$ cat src/rtl/decode_pkg.sv
// Shared RV32I decode definitions: opcodes, ALU control codes, operand selects
// and the registered control bundle handed from decode to execute.
package decode_pkg;

    localparam logic [6:0] OPC_LUI    = 7'b0110111;
    localparam logic [6:0] OPC_AUIPC  = 7'b0010111;
    localparam logic [6:0] OPC_JAL    = 7'b1101111;
    localparam logic [6:0] OPC_JALR   = 7'b1100111;
    localparam logic [6:0] OPC_BRANCH = 7'b1100011;
    localparam logic [6:0] OPC_LOAD   = 7'b0000011;
    localparam logic [6:0] OPC_STORE  = 7'b0100011;
    localparam logic [6:0] OPC_OP_IMM = 7'b0010011;
    localparam logic [6:0] OPC_OP     = 7'b0110011;

    // ALU control is {funct7[5], funct3}
    localparam logic [3:0] ALU_ADD  = 4'b0000;
    localparam logic [3:0] ALU_SUB  = 4'b1000;
    localparam logic [3:0] ALU_SLL  = 4'b0001;
    localparam logic [3:0] ALU_SLT  = 4'b0010;
    localparam logic [3:0] ALU_SLTU = 4'b0011;
    localparam logic [3:0] ALU_XOR  = 4'b0100;
    localparam logic [3:0] ALU_SRL  = 4'b0101;
    localparam logic [3:0] ALU_SRA  = 4'b1101;
    localparam logic [3:0] ALU_OR   = 4'b0110;
    localparam logic [3:0] ALU_AND  = 4'b0111;

    typedef enum logic [1:0] {
        OP1_RS1  = 2'd0,
        OP1_PC   = 2'd1,
        OP1_ZERO = 2'd2
    } op1_sel_e;

    typedef enum logic {
        OP2_RS2 = 1'b0,
        OP2_IMM = 1'b1
    } op2_sel_e;

    typedef enum logic [2:0] {
        IMM_NONE  = 3'd0,
        IMM_I     = 3'd1,
        IMM_S     = 3'd2,
        IMM_B     = 3'd3,
        IMM_U     = 3'd4,
        IMM_J     = 3'd5,
        IMM_SHAMT = 3'd6
    } imm_fmt_e;

    typedef struct packed {
        logic [31:0] pc;
        logic [3:0]  alu_ctrl;
        op1_sel_e    op1_sel;
        op2_sel_e    op2_sel;
        logic [31:0] imm;
        logic [4:0]  rs1_addr;
        logic [4:0]  rs2_addr;
        logic [4:0]  rd_addr;
        logic        reg_write;
        logic        mem_read;
        logic        mem_write;
        logic        branch;
        logic        jump;
        logic        jalr;
        logic [2:0]  mem_size;
        logic        illegal;
    } decode_bundle_t;

endpackage

$ cat src/rtl/imm_gen.sv
// Combinational immediate extractor; shift-immediates yield the bare shamt
// so the funct7 bits never leak into the operand.
module imm_gen
    import decode_pkg::*;
(
    input  logic [31:7] instr,
    input  logic [2:0]  fmt,
    output logic [31:0] imm
);

    always_comb begin
        imm = '0;
        case (fmt)
            IMM_I:     imm = {{20{instr[31]}}, instr[31:20]};
            IMM_S:     imm = {{20{instr[31]}}, instr[31:25], instr[11:7]};
            IMM_B:     imm = {{19{instr[31]}}, instr[31], instr[7], instr[30:25], instr[11:8], 1'b0};
            IMM_U:     imm = {instr[31:12], 12'b0};
            IMM_J:     imm = {{11{instr[31]}}, instr[31], instr[19:12], instr[20], instr[30:21], 1'b0};
            IMM_SHAMT: imm = {27'b0, instr[24:20]};
            default:   imm = '0;
        endcase
    end

endmodule

$ cat src/rtl/rv_decode_stage.sv
// RV32I decode stage with valid/ready handshake and flush.
// Define DECODE_SKID_EN for a two-entry skid buffer with a registered in_ready.
module rv_decode_stage
    import decode_pkg::*;
#(
    parameter int DATA_WIDTH = 32
) (
    input  logic                  clk,
    input  logic                  rst_n,
    input  logic                  in_valid,
    output logic                  in_ready,
    input  logic [31:0]           in_instr,
    input  logic [DATA_WIDTH-1:0] in_pc,
    input  logic                  flush,
    output logic                  out_valid,
    input  logic                  out_ready,
    output logic [DATA_WIDTH-1:0] out_pc,
    output logic [3:0]            alu_ctrl,
    output logic [1:0]            op1_sel,
    output logic                  op2_sel,
    output logic [DATA_WIDTH-1:0] imm,
    output logic [4:0]            rs1_addr,
    output logic [4:0]            rs2_addr,
    output logic [4:0]            rd_addr,
    output logic                  reg_write,
    output logic                  mem_read,
    output logic                  mem_write,
    output logic                  branch,
    output logic                  jump,
    output logic                  jalr,
    output logic [2:0]            mem_size,
    output logic                  illegal
);

    logic [6:0]     opcode;
    logic [2:0]     funct3;
    logic [6:0]     funct7;
    imm_fmt_e       fmt;
    logic [31:0]    gen_imm;
    decode_bundle_t dec;
    decode_bundle_t q;
    logic           q_valid;
    logic           take;

    assign opcode = in_instr[6:0];
    assign funct3 = in_instr[14:12];
    assign funct7 = in_instr[31:25];

    always_comb begin
        fmt = IMM_NONE;
        case (opcode)
            OPC_OP_IMM: begin
                if (funct3 == 3'b001 || funct3 == 3'b101) fmt = IMM_SHAMT;
                else                                        fmt = IMM_I;
            end
            OPC_LOAD, OPC_JALR: fmt = IMM_I;
            OPC_STORE:          fmt = IMM_S;
            OPC_BRANCH:         fmt = IMM_B;
            OPC_LUI, OPC_AUIPC: fmt = IMM_U;
            OPC_JAL:            fmt = IMM_J;
            default:            fmt = IMM_NONE;
        endcase
    end

    imm_gen u_imm_gen (
        .instr (in_instr[31:7]),
        .fmt   (fmt),
        .imm   (gen_imm)
    );

    always_comb begin
        dec          = '0;
        dec.pc       = in_pc;
        dec.rs1_addr = in_instr[19:15];
        dec.rs2_addr = in_instr[24:20];
        dec.rd_addr  = in_instr[11:7];
        dec.alu_ctrl = ALU_ADD;
        dec.op1_sel  = OP1_RS1;
        dec.op2_sel  = OP2_IMM;
        dec.imm      = gen_imm;
        case (opcode)
            OPC_OP: begin
                dec.op2_sel   = OP2_RS2;
                dec.reg_write = 1'b1;
                dec.alu_ctrl  = {funct7[5], funct3};
                if (funct7 != 7'h00 && funct7 != 7'h20)
                    dec.illegal = 1'b1;
                else if (funct7 == 7'h20 && funct3 != 3'b000 && funct3 != 3'b101)
                    dec.illegal = 1'b1;
            end
            OPC_OP_IMM: begin
                dec.reg_write = 1'b1;
                dec.alu_ctrl  = {1'b0, funct3};
                if (funct3 == 3'b001 && funct7 != 7'h00)
                    dec.illegal = 1'b1;
                if (funct3 == 3'b101) begin
                    dec.alu_ctrl = {funct7[5], funct3};
                    if (funct7 != 7'h00 && funct7 != 7'h20)
                        dec.illegal = 1'b1;
                end
            end
            OPC_LOAD: begin
                dec.reg_write = 1'b1;
                dec.mem_read  = 1'b1;
                dec.mem_size  = funct3;
            end
            OPC_STORE: begin
                dec.mem_write = 1'b1;
                dec.mem_size  = funct3;
            end
            OPC_BRANCH: begin
                dec.op2_sel  = OP2_RS2;
                dec.branch   = 1'b1;
                dec.alu_ctrl = {1'b0, funct3};
            end
            OPC_LUI: begin
                dec.op1_sel   = OP1_ZERO;
                dec.reg_write = 1'b1;
            end
            OPC_AUIPC: begin
                dec.op1_sel   = OP1_PC;
                dec.reg_write = 1'b1;
            end
            OPC_JAL: begin
                dec.op1_sel   = OP1_PC;
                dec.reg_write = 1'b1;
                dec.jump      = 1'b1;
            end
            OPC_JALR: begin
                dec.reg_write = 1'b1;
                dec.jump      = 1'b1;
                dec.jalr      = 1'b1;
            end
            default: dec.illegal = 1'b1;
        endcase
        // An illegal bundle is made inert: only pc and register fields survive
        if (dec.illegal) begin
            dec.alu_ctrl  = ALU_ADD;
            dec.op1_sel   = OP1_RS1;
            dec.op2_sel   = OP2_RS2;
            dec.imm       = '0;
            dec.reg_write = 1'b0;
            dec.mem_read  = 1'b0;
            dec.mem_write = 1'b0;
            dec.branch    = 1'b0;
            dec.jump      = 1'b0;
            dec.jalr      = 1'b0;
            dec.mem_size  = 3'b000;
        end
    end

`ifdef DECODE_SKID_EN
    decode_bundle_t skid_q;
    logic           skid_valid;
    logic           ready_q;

    assign in_ready = ready_q;
    assign take     = in_valid && ready_q;

    // The skid entry is older than any new arrival, so it always drains first
    always_ff @(posedge clk or negedge rst_n) begin
        if (!rst_n) begin
            q          <= '0;
            q_valid    <= 1'b0;
            skid_q     <= '0;
            skid_valid <= 1'b0;
            ready_q    <= 1'b1;
        end else if (flush) begin
            q_valid    <= 1'b0;
            skid_valid <= 1'b0;
            ready_q    <= 1'b1;
        end else if (!q_valid || out_ready) begin
            if (skid_valid) begin
                q          <= skid_q;
                q_valid    <= 1'b1;
                skid_valid <= 1'b0;
                ready_q    <= 1'b1;
            end else begin
                q_valid <= take;
                ready_q <= 1'b1;
                if (take) q <= dec;
            end
        end else if (take) begin
            skid_q     <= dec;
            skid_valid <= 1'b1;
            ready_q    <= 1'b0;
        end
    end
`else
    assign in_ready = !q_valid || out_ready;
    assign take     = in_valid && in_ready;

    always_ff @(posedge clk or negedge rst_n) begin
        if (!rst_n) begin
            q       <= '0;
            q_valid <= 1'b0;
        end else begin
            if (flush)          q_valid <= 1'b0;
            else if (take)      q_valid <= 1'b1;
            else if (out_ready) q_valid <= 1'b0;
            if (take && !flush) q <= dec;
        end
    end
`endif

    assign out_valid = q_valid;
    assign out_pc    = q.pc;
    assign alu_ctrl  = q.alu_ctrl;
    assign op1_sel   = q.op1_sel;
    assign op2_sel   = q.op2_sel;
    assign imm       = q.imm;
    assign rs1_addr  = q.rs1_addr;
    assign rs2_addr  = q.rs2_addr;
    assign rd_addr   = q.rd_addr;
    assign reg_write = q.reg_write;
    assign mem_read  = q.mem_read;
    assign mem_write = q.mem_write;
    assign branch    = q.branch;
    assign jump      = q.jump;
    assign jalr      = q.jalr;
    assign mem_size  = q.mem_size;
    assign illegal   = q.illegal;

endmodule

$ cat config.mk
export PLATFORM = sky130hd
export DESIGN_NAME = rv_decode_stage
export DESIGN_NICKNAME = d
export VERILOG_FILES = /design/src/rtl/decode_pkg.sv /design/src/rtl/imm_gen.sv /design/src/rtl/rv_decode_stage.sv
export SDC_FILE = /design/constraint.sdc
export NUM_CORES = 1
export LEC_CHECK = 0
export ABC_CLOCK_PERIOD_IN_PS = 1600
export BUFFER_PORTS_ARGS = -buffer_cell sky130_fd_sc_hd__buf_2
export CORE_UTILIZATION = 48
export DETAILED_ROUTE_END_ITERATION = 8
export MAX_ROUTING_LAYER = met4
export PLACE_DENSITY = 0.77
export SLEW_MARGIN = 20
export SYNTH_ARGS = -nofsm -noshare
export SYNTH_HDL_FRONTEND = slang
export SYNTH_SLANG_ARGS = --single-unit
export TNS_END_PERCENT = 50
$ cat constraint.sdc
create_clock -name clk -period 1.6 [get_ports clk]
set_input_delay 0.4 -clock clk [delete_from_list [all_inputs] [get_ports clk]]
set_output_delay 0.4 -clock clk [all_outputs]
set_load 0.01 [all_outputs]
==> impl_metrics.toml <==
[setup_path]
r2r-end = "imm[9]"
worstSetupPathType = "register to output pin"
worstSetupStartpointType = "register"
worstPathArrival_ns = 1.15
required_ns = 1.20
crit_fanout = 2
reg2regPathDepth = 7
timing.rr.start = "out_valid"
critPathCaptureType = "output pin"
reg2reg_slack_ns = 0.13
endpoint = "in_ready"
crit_start = "out_valid"

[timing]
hold_violations = 0
rsz0062_at_grt = "false"
hold_ws_ns = 0.2209
post-route-period-util_pct = 96.65
tns_ns = 0
max_slew_margin_pct = 65.53
finalWorstSetupSlack_ns = 0.05367
slew_viol_final = 0
setup_violations = 0
min_period_ns = 1.546
fin_worst_skew_ns = 0.01155
max_freq_mhz = 646.7
tightest_slew_ns = 0.5123

[clocking]
cts_tree = "yes"
cts.sink_count = 97
numCtsBuffers = 9
post_cts_buffers = 0
root_buffer = "clkbuf_8"
htreeDepth = 3
cts_max_path_buffers = 2
clk_latency_ns = 0.36
clkTransAtPathRegs_ns = 0.10

[placement]
gp_congestion = 0.9118
numPortBuffers = 166
dp_hpwl_um = 8619
pre_cts_slack_ns = -0.2913
placed_cell_area_um2 = 5509

[yosys]
synthTopCellsByCount = "160 x nand2_1, 97 x dfrtp_1, 51 x a22o_1, 17 x nor2_1, 15 x clkbuf_1"
synthTopCellsByArea = "dfrtp_1 58%, nand2_1 14%, a22o_1 11%"
synth_area_um2 = 4202
yosys_warnings = 0
yosys.area.top_type = "dfrtp_1"
syn_area_per_cell_um2 = 9.840
ys.flop_type = "dfrtp_1"
ys_types = 39
synth_most_common_cell = "nand2_1"
synth-seq-cells = 97
syn_inst = 427
synth.net_count = 496
synth_edf_count = 0
ys_seq_area_share_pct = 57.77
async_flop_share_pct = 100.0
synth_top_area_share_pct = 57.77

[route]
drc = 0
dr.first_iter.drc_count = 169
vias = 3959
dr.pass1.iters = 5
wl_per_cell_um = 15.62
routed_wl_um = 11580
avgViaCountPerCell = 5.343
ant_nets = 0

[final_layout]
fin_area_um2 = 5719
syn_to_final_growth_pct = 36.12
nets = 700
num_antenna_cells = 0
drive_above_1_share_pct = 39.15
fill_cells = 695

[pwr]
p_per_area_nw_per_um2 = 898.7
finalPower_w = 0.005140
ir_drop_mv = 0.5996
p_leak_nw = 3.226

[worst_hold_path]
hp-class = "input pin to register"

[run_status]
status = "completed"

[floorplanning]
die_area_um2 = 9132
fp-row-count = 33
initial_core_util_pct = 50.38
die-height_um = 95.56
die_x_um = 95.56
core_um2 = 8341
io_pins = 167

[global_routing]
antenna_found_initial = 0
grtUsageTotal_pct = 26.41
gr-total-overflow = 0
grt_pass1_vias = 3624
grt_pass1_wl_um = 17820
grt_start_max_net_pins = 66

[run]
maxCapViolations = 0
layout make-up:
class | count | area, um2 | area share (%)
clock buffers | 9 | 123.9 | 2.166
clock inverters | 7 | 60.06 | 1.050
inverters | 2 | 7.507 | 0.1313
multi-input cells | 297 | 1629 | 28.48
flip-flops and latches | 97 | 2427 | 42.44
well taps | 105 | 131.4 | 2.297
repair buffers | 224 | 1340 | 23.43
metal layers:
| metal | global-route usage [%] | vias to the layer above | wire length (um) |
|---|---|---|---|
| li1 | - | 1879 | - |
| met1 | 35.39 | 1888 | 5019 |
| met2 | 41.01 | 168 | 5587 |
| met3 | 3.349 | 24 | 724 |
| met4 | 10.32 | 0 | 246 |
| met5 | - | - | 0 |
flip-flops by register name (all words and copies together), names as in the netlist:
name and count:
alu_ctrl 4, branch 1, illegal 1, imm 32
jalr 1, jump 1, mem_read 1, mem_size 3
mem_write 1, op1_sel 2, op2_sel 1, out_pc 32
out_valid 1, rd_addr 5, reg_write 1, rs1_addr 5
rs2_addr 5
critical path, stage by stage, from the launching register on:
cell and delay [ns]:
dfrtp_1 0.36, nor2b_4 0.16, inv_2 0.04, buf_4 0.12, buf_6 0.11
through the flow:
stage / util (%) / std cells
floorplan: - / 427
global placement: 66.05 / 724
detailed placement: 66.05 / 724
CTS: 68.41 / 741
global route: 68.57 / 741
finish: 68.57 / 741
placed cells by master (no fill, tap or decap), types with 3 or more instances in the layout:
| cell | instances |
|---|---|
| a32o_1 | 12 |
| a22o_1 | 51 |
| buf_4 | 53 |
| o21ai_0 | 11 |
| nor2_1 | 16 |
| nand2_1 | 160 |
| a21oi_1 | 4 |
| inv_6 | 4 |
| clkbuf_8 | 9 |
| buf_12 | 5 |
| nand2b_1 | 4 |
| buf_2 | 164 |
| and3_1 | 3 |
| dfrtp_1 | 97 |
| nand3_1 | 6 |
power breakdown:
group | leakage, nW | internal (W) | switching, W | total (W)
Clock | 0.0969 | 0.000600 | 0.000915 | 0.00151
Combinational | 1.86 | 0.000385 | 0.000520 | 0.000905
Sequential | 1.27 | 0.00263 | 0.0000912 | 0.00272
timing repair:
| item | CTS | global route |
|---|---|---|
| endpoints found under the hold margin | 9 | 0 |
| resized for setup | 1 | 4 |
| pin swaps | 0 | 0 |
| hold buffers | 1 | 0 |
| endpoints found under the setup margin | 1 | 16 |
kinds of logic (layout without fill, tap and decap cells):
group                  count (synthesis)  after routing  synth area share, %
AND/OR/NAND/NOR                      206            206                20.49
flip-flops                            97             97                57.77
AO/OA/AOI/OAI                         89             89                17.27
buffers and inverters                 33            242                4.050
XOR/XNOR                               2              2               0.4170
worst min-delay path by stage:
stage,start,end,depth (start not counted)
floorplan,rst_n,alu_ctrl[0],0
global placement,rst_n,alu_ctrl[1],1
detailed placement,rst_n,alu_ctrl[1],1
CTS,in_pc[17],out_pc[17],3
global route,in_pc[17],out_pc[17],3
finish,in_pc[17],out_pc[17],3
Power figures use the tool's default switching activity.
